<file path="src/rtl/kraken_mmu_pkg.sv">
// kraken_mmu shared definitions
// state encoding, defaults and address checks
package kraken_mmu_pkg;

  localparam logic [31:0] DEF_MEM_LIMIT = 32'h0001_0000;
  localparam int          DEF_LINES     = 4;

  typedef enum logic [1:0] {
    IDLE     = 2'd0,
    WR_DRAIN = 2'd1,
    D_FILL   = 2'd2,
    I_FILL   = 2'd3
  } mmu_state_t;

  function automatic logic addr_bad(
    input logic [31:0] addr,
    input logic [31:0] limit
  );
    return (addr >= limit) || (addr[1:0] != 2'b00);
  endfunction

endpackage

</file>
<file path="src/rtl/kraken_mmu_line_cache.sv">
// kraken_mmu direct-mapped word cache
// one lookup port, one allocate-or-update write port
module mmu_line_cache #(
  parameter int LINES = 4
) (
  input  logic        clk,
  input  logic        rst_n,
  input  logic [31:0] addr,
  output logic        hit,
  output logic [31:0] rd_data,
  input  logic        we,
  input  logic        alloc,
  input  logic [31:0] waddr,
  input  logic [31:0] wdata
);

  localparam int IW = $clog2(LINES);
  localparam int TW = 30 - IW;

  logic [TW-1:0]    tags [LINES];
  logic [31:0]      data [LINES];
  logic [LINES-1:0] valid;

  logic [IW-1:0] idx;
  logic [IW-1:0] widx;
  logic [TW-1:0] tag;
  logic [TW-1:0] wtag;
  logic          wr_go;
  logic          unused;

  assign idx  = addr[IW+1:2];
  assign tag  = addr[31:IW+2];
  assign widx = waddr[IW+1:2];
  assign wtag = waddr[31:IW+2];

  assign unused = ^{addr[1:0], waddr[1:0]};

  assign hit     = valid[idx] && (tags[idx] == tag);
  assign rd_data = data[idx];

  // non-alloc writes only refresh a line already holding this word
  assign wr_go = we &&
    (alloc || (valid[widx] && (tags[widx] == wtag)));

  // valid bits: cleared on reset, set by any line write
  always_ff @(posedge clk) begin
    if (!rst_n)
      valid <= '0;
    else if (wr_go)
      valid[widx] <= 1'b1;
  end

  // tag and data storage, no reset needed behind valid
  always_ff @(posedge clk) begin
    if (wr_go) begin
      tags[widx] <= wtag;
      data[widx] <= wdata;
    end
  end

endmodule

</file>
<file path="src/rtl/kraken_mmu.sv">
// kraken_mmu top: split I/D word caches,
// one-deep posted write buffer, shared memory port
module kraken_mmu
  import kraken_mmu_pkg::*;
#(
  parameter logic [31:0] MEM_LIMIT = DEF_MEM_LIMIT,
  parameter int          LINES     = DEF_LINES
) (
  input  logic        clk,
  input  logic        rst_n,
  input  logic [31:0] i_addr,
  input  logic        i_rd,
  output logic [31:0] i_rd_data,
  output logic        i_miss,
  output logic        i_segfault,
  input  logic [31:0] d_addr,
  input  logic [31:0] d_wr_data,
  input  logic        d_rd,
  input  logic        d_wr,
  output logic [31:0] d_rd_data,
  output logic        d_miss,
  output logic        d_segfault,
  output logic        mem_req,
  output logic        mem_we,
  output logic [31:0] mem_addr,
  output logic [31:0] mem_wdata,
  input  logic        mem_ack,
  input  logic [31:0] mem_rdata
);

  mmu_state_t state;

  logic        i_bad;
  logic        d_bad;
  logic        i_ok;
  logic        d_rd_ok;
  logic        d_wr_ok;
  logic        i_hit;
  logic        d_hit;
  logic [31:0] i_line;
  logic [31:0] d_line;

  logic        buf_full;
  logic [31:0] buf_addr;
  logic [31:0] buf_data;
  logic        wr_accept;

  logic        d_fill_ack;
  logic        i_fill_ack;
  logic        drain_ack;

  logic        d_we;
  logic [31:0] d_waddr;
  logic [31:0] d_wdata;
  logic        i_we;
  logic [31:0] i_waddr;
  logic [31:0] i_wdata;

  assign i_bad = addr_bad(i_addr, MEM_LIMIT);
  assign d_bad = addr_bad(d_addr, MEM_LIMIT);

  assign i_ok    = rst_n && i_rd && !i_bad;
  assign d_rd_ok = rst_n && d_rd && !d_wr && !d_bad;
  assign d_wr_ok = rst_n && d_wr && !d_rd && !d_bad;

  assign i_segfault = rst_n && i_rd && i_bad;
  assign d_segfault = rst_n && (d_rd || d_wr) &&
                      ((d_rd && d_wr) || d_bad);

  assign i_miss    = i_ok && !i_hit;
  assign i_rd_data = (i_ok && i_hit) ? i_line : '0;

  // a write that finds the buffer occupied is bounced
  assign d_miss    = (d_rd_ok && !d_hit) ||
                     (d_wr_ok && buf_full);
  assign d_rd_data = (d_rd_ok && d_hit) ? d_line : '0;

  assign wr_accept = d_wr_ok && !buf_full;

  assign d_fill_ack = (state == D_FILL) && mem_ack;
  assign i_fill_ack = (state == I_FILL) && mem_ack;
  assign drain_ack  = (state == WR_DRAIN) && mem_ack;

  assign mem_req = (state != IDLE);
  assign mem_we  = (state == WR_DRAIN);

  // fill data wins over a same-cycle posted write
  assign d_we    = d_fill_ack || wr_accept;
  assign d_waddr = d_fill_ack ? mem_addr : d_addr;
  assign d_wdata = d_fill_ack ? mem_rdata : d_wr_data;

  // I side only refreshes on writes, allocates on fills
  assign i_we    = i_fill_ack || wr_accept;
  assign i_waddr = i_fill_ack ? mem_addr : d_addr;
  assign i_wdata = i_fill_ack ? mem_rdata : d_wr_data;

  mmu_line_cache #(.LINES(LINES)) u_icache (
    .clk     (clk),
    .rst_n   (rst_n),
    .addr    (i_addr),
    .hit     (i_hit),
    .rd_data (i_line),
    .we      (i_we),
    .alloc   (i_fill_ack),
    .waddr   (i_waddr),
    .wdata   (i_wdata)
  );

  mmu_line_cache #(.LINES(LINES)) u_dcache (
    .clk     (clk),
    .rst_n   (rst_n),
    .addr    (d_addr),
    .hit     (d_hit),
    .rd_data (d_line),
    .we      (d_we),
    .alloc   (1'b1),
    .waddr   (d_waddr),
    .wdata   (d_wdata)
  );

  // posted write buffer: capture on accept, free on drain ack
  always_ff @(posedge clk) begin
    if (!rst_n) begin
      buf_full <= 1'b0;
      buf_addr <= '0;
      buf_data <= '0;
    end else if (drain_ack) begin
      buf_full <= 1'b0;
    end else if (wr_accept) begin
      buf_full <= 1'b1;
      buf_addr <= d_addr;
      buf_data <= d_wr_data;
    end
  end

  // memory sequencer: drain before D fill before I fill
  always_ff @(posedge clk) begin
    if (!rst_n) begin
      state     <= IDLE;
      mem_addr  <= '0;
      mem_wdata <= '0;
    end else begin
      unique case (state)
        IDLE: begin
          if (buf_full) begin
            state     <= WR_DRAIN;
            mem_addr  <= buf_addr;
            mem_wdata <= buf_data;
          end else if (d_rd_ok && !d_hit) begin
            state     <= D_FILL;
            mem_addr  <= d_addr;
            mem_wdata <= '0;
          end else if (i_ok && !i_hit) begin
            state     <= I_FILL;
            mem_addr  <= i_addr;
            mem_wdata <= '0;
          end
        end
        WR_DRAIN, D_FILL, I_FILL: begin
          if (mem_ack)
            state <= IDLE;
        end
        default: state <= IDLE;
      endcase
    end
  end

endmodule
</file>
<file path="config.mk">
export PLATFORM = sky130hd
export DESIGN_NAME = kraken_mmu
export DESIGN_NICKNAME = d
export VERILOG_FILES = /design/src/rtl/kraken_mmu_pkg.sv /design/src/rtl/kraken_mmu_line_cache.sv /design/src/rtl/kraken_mmu.sv
export SDC_FILE = /design/constraint.sdc
export NUM_CORES = 1
export LEC_CHECK = 0
export ABC_CLOCK_PERIOD_IN_PS = 8910
export BUFFER_PORTS_ARGS = -buffer_cell sky130_fd_sc_hd__buf_2
export CAP_MARGIN = 30
export CORE_UTILIZATION = 61
export CTS_BUF_LIST = sky130_fd_sc_hd__clkbuf_4 sky130_fd_sc_hd__clkbuf_8
export CTS_CLUSTER_DIAMETER = 120
export DETAILED_ROUTE_END_ITERATION = 8
export GPL_ROUTABILITY_DRIVEN = 0
export GPL_TIMING_DRIVEN = 0
export HOLD_SLACK_MARGIN = 0.03
export PLACE_DENSITY = 0.82
export SYNTH_ARGS = -nofsm -noshare
export SYNTH_HDL_FRONTEND = slang
export SYNTH_SLANG_ARGS = --single-unit
</file>
<file path="constraint.sdc">
create_clock -name clk -period 8.91 [get_ports clk]
set_input_delay 0.891 -clock clk [delete_from_list [all_inputs] [get_ports clk]]
set_output_delay 0.891 -clock clk [all_outputs]
set_load 0.03 [all_outputs]
</file>
==> summary.txt <==
Clock network
  • Hold-fix buffer count after cts: 0
  • Post-CTS Resized: 0
  • Worst-path clk slew: 0.06 ns
  • Post-CTS Setup Bufs: 0
  • H-tree depth: 3
  • CTS root buffer: clkbuf_8
  • Num Clock Sinks: 619
  • Worst skew pair latency: 0.70 ns
  • CTS tree: built
  • CTS max path bufs: 3
  • Number of CTS-inserted buffers: 95

Global route
  • Met3 Resource Use GR: 0.106
  • Largest net degree at the start of global routing: 26
  • Vias in the first global route: 19300
  • Remaining global-route overflow: 0
  • Initial antenna violation count: 17
  • GR Layer Usage met1: 0.441
  • Gr busiest metal: met2
  • First-pass GRT wire length: 119000 µm
  • Total global-route track usage: 0.352
  • M2 GR Usage: 0.557

Die
  • Initial core utilization: 0.619
  • Row count: 77
  • IO Pins: 268
  • Die W: 214 µm
  • Die height: 214 µm
  • Die area: 45800 µm²
  • Total core area: 44300 µm²

STA
  • Minimum clock period: 5.64 ns
  • Worst-Margin Slew: 1.01 ns
  • Final Hold Viols: 0
  • Clock Skew: 0.0336 ns
  • Tcrit/Tclk final: 0.633
  • Final setup viols: 0
  • Slew HR: 0.322
  • Fmax: 0.177 GHz
  • Sum Neg Setup Slack: 0 ns
  • Max-slew violations: 0
  • RSZ-0062 raised after global routing: no

Detailed routing
  • 1st-pass router iterations: 8
  • DR vias: 19800
  • WL per Instance: 26.0 µm
  • DR vias/cell: 6.35
  • DRC: 0
  • 1st-iter DRT viols: 2524
  • Routed Antenna Nets: 0
  • Routed wire length: 81100 µm

Critical path
  • WP buf/inv: 7
  • Critical path startpoint category: primary input
  • WP data required: 8.02 ns
  • Worst setup EP type: output pin
  • Crit path DAT: 4.75 ns
  • Critical Path, Cell by Cell: buf_6 > buf_12 > buf_12 > buf_6 > buf_2 > mux2i_1 > nor2_1 > a21oi_1 > a22oi_1 > a211o_1 > or4_1 > clkbuf_1 > nor2b_1 > buf_2
  • Max incr delay on CP: 0.70 ns
  • CP top delay family: buffers and inverters
  • Worst Path Max Fanout: 10
  • Crit path kind: in2out
  • Slowest cell on crit path: or4_1

Place
  • Post-DP HPWL: 58500 µm
  • IO buf count: 261

Synthesis
  • Synthesized Nets: 2176
  • Top_reg_cell synth: edfxtp_1
  • Synthesis warning total: 0
  • Yosys cell types: 73
  • Syn Std Cell Area: 27400 µm²
  • Number of flops mapped to enable cells by yosys: 480
  • Synth Area per Inst: 13.4 µm²
  • Post-Synthesis Cells: 2042
  • FFs w/ async S/R, synth: 0
  • Sequential-to-total area share from yosys stat: 0.627
  • FF+latch count, synth: 619

Pwr
  • Pwr Density: 182 nW/µm²
  • Max VDD drop: 0.201 mV
  • Leakage: 12.2 nW
  • Final Power: 5.88 mW

Status
  • Status: completed

Min path
  • Type of the most critical hold path: reg2reg

Finish
  • Area growth from synthesis to layout: 17.6%
  • Share of cells above drive strength 1: 0.270
  • Final nets: 2577

Job
  • Number of max-cap violations: 0
[placed cells by master, fill, tap and decap left out, drive strengths merged, types with 5 or more instances in the layout]
cell     netlist  layout
nor3          15      15
o221ai         9       9
mux4         101     101
a22o          34      34
a22oi          6       6
clkinv         1      27
nand4          9       9
xnor2         59      59
o31ai         20      20
nand2        449     449
clkbuf        79     227
and3          56      56
nand3         43      43
or4            6       6
dfxtp        139     139
a21oi         82      82
a2111oi        5       5
mux2i        124     124
nor4          14      14
buf           56     360
o22ai          8       8
o21ai         39      39
a211oi        22      22
nor2b         53      53
mux2          13      13
diode          0       9
nor2          32      32
xor2          13      13
edfxtp       480     480
inv           29      31
[worst paths after layout]
kind                            cells past startpoint  slack (ns)                              to                      from
worst max-delay path                               14        3.27                    i_rd_data[1]                 i_addr[2]
worst min-delay path                                2        0.46        buf_addr[9]$_SDFFE_PN0P_  buf_addr[9]$_SDFFE_PN0P_
worst max register to register                     14        3.50  u_icache.data[3][20]$_DFFE_PP_     state[1]$_SDFFE_PN0P_
worst min register to register                      2        0.46        buf_addr[9]$_SDFFE_PN0P_  buf_addr[9]$_SDFFE_PN0P_
[registers in the layout, summed over array words and instances, names as in the netlist]
name and cells:
u_dcache.valid 4, mem_wdata 32, u_icache.data 128, u_dcache.data 128, buf_full 1, u_dcache.tags 112
state 2, u_icache.valid 4, mem_addr 32, buf_data 32, buf_addr 32, u_icache.tags 112
[worst reg2reg max path, cell delays in order, from the launching register on]
cell	delay [ns]
dfxtp_1	0.31
buf_6	0.13
nand3_1	0.24
clkbuf_1	0.61
mux2i_1	0.59
inv_1	0.21
xnor2_1	0.19
a2111oi_0	0.65
o32a_1	0.23
nand4_1	0.12
o31a_1	0.48
nor3_2	0.74
buf_6	0.26
buf_6	0.19
buf_6	0.19
[per-stage QoR]
| step | hold WS [ns] | area, µm² | setup slack, ns | instances | util |
|---|---|---|---|---|---|
| 2_1_floorplan | 0.433 | 27400 | 0.818 | 2042 | - |
| 4_1_cts | 0.421 | 32200 | 3.36 | 3112 | 0.726 |
| 5_1_grt | 0.447 | 32200 | 3.23 | 3121 | 0.727 |
| 3_3_place_gp | 0.438 | 29500 | -3.52 | 2895 | 0.665 |
| 3_5_place_dp | 0.446 | 30200 | 3.01 | 2934 | 0.681 |
| 6_report | 0.457 | 32200 | 3.27 | 3125 | 0.727 |
[cell type report]
class,instances,area (µm²)
flip-flops and latches,619,17200
fillers,2894,12100
multi-input cells,1258,9410
repair buffers,304,2010
clock buffers,148,1800
plain buffers,135,778
well taps,592,741
clock inverters,30,163
inverters,30,113
diodes,9,22.5
[layer usage]
layer | vias up | share of wire
met1 | 9647 | 0.36
met4 | 20 | 0.055
met5 | - | 0.0015
li1 | 8451 | -
met2 | 1421 | 0.47
met3 | 292 | 0.12
[cell usage after synthesis, drive strengths merged (3+ instances only)]
master | n | area share
nor4 | 14 | 0.0032
nor2 | 32 | 0.0047
mux4 | 101 | 0.084
dfxtp | 139 | 0.10
clkbuf | 79 | 0.011
edfxtp | 480 | 0.53
mux2 | 13 | 0.0055
o41ai | 3 | 0.0018
o22ai | 8 | 0.0018
a211oi | 22 | 0.0062
mux2i | 124 | 0.046
nand2 | 449 | 0.063
o221ai | 9 | 0.0029
a22o | 34 | 0.011
xnor2 | 59 | 0.019
a2111oi | 5 | 0.0027
nand4 | 9 | 0.0021
a21oi | 82 | 0.017
nand3 | 43 | 0.0079
nor3 | 15 | 0.0027
nor2b | 53 | 0.012
o21ai | 39 | 0.0073
buf | 56 | 0.018
and4 | 3 | 0.00096
or4 | 6 | 0.0016
and3 | 56 | 0.013
xor2 | 13 | 0.0042
or3 | 3 | 0.00068
a22oi | 6 | 0.0016
inv | 29 | 0.0040
o31ai | 20 | 0.0060
[kinds of logic (layout without fill, tap and decap cells)]
group / after synthesis / count (layout) / share of synthesized area
simple gates: 687 / 687 / 0.113
buf+inv: 165 / 647 / 0.0325
mux: 238 / 238 / 0.135
flops: 619 / 619 / 0.627
compound gates: 261 / 261 / 0.0697
other cells: 0 / 9 / 0
xor+xnor: 72 / 72 / 0.0230
[report_power, final]
part           switching, mW  total [mW]  internal (mW)
clock                   1.12        2.41           1.29
sequential       0.000000646        3.11           3.11
combinational          0.225       0.364          0.139
(Power assumes the default switching activity.)
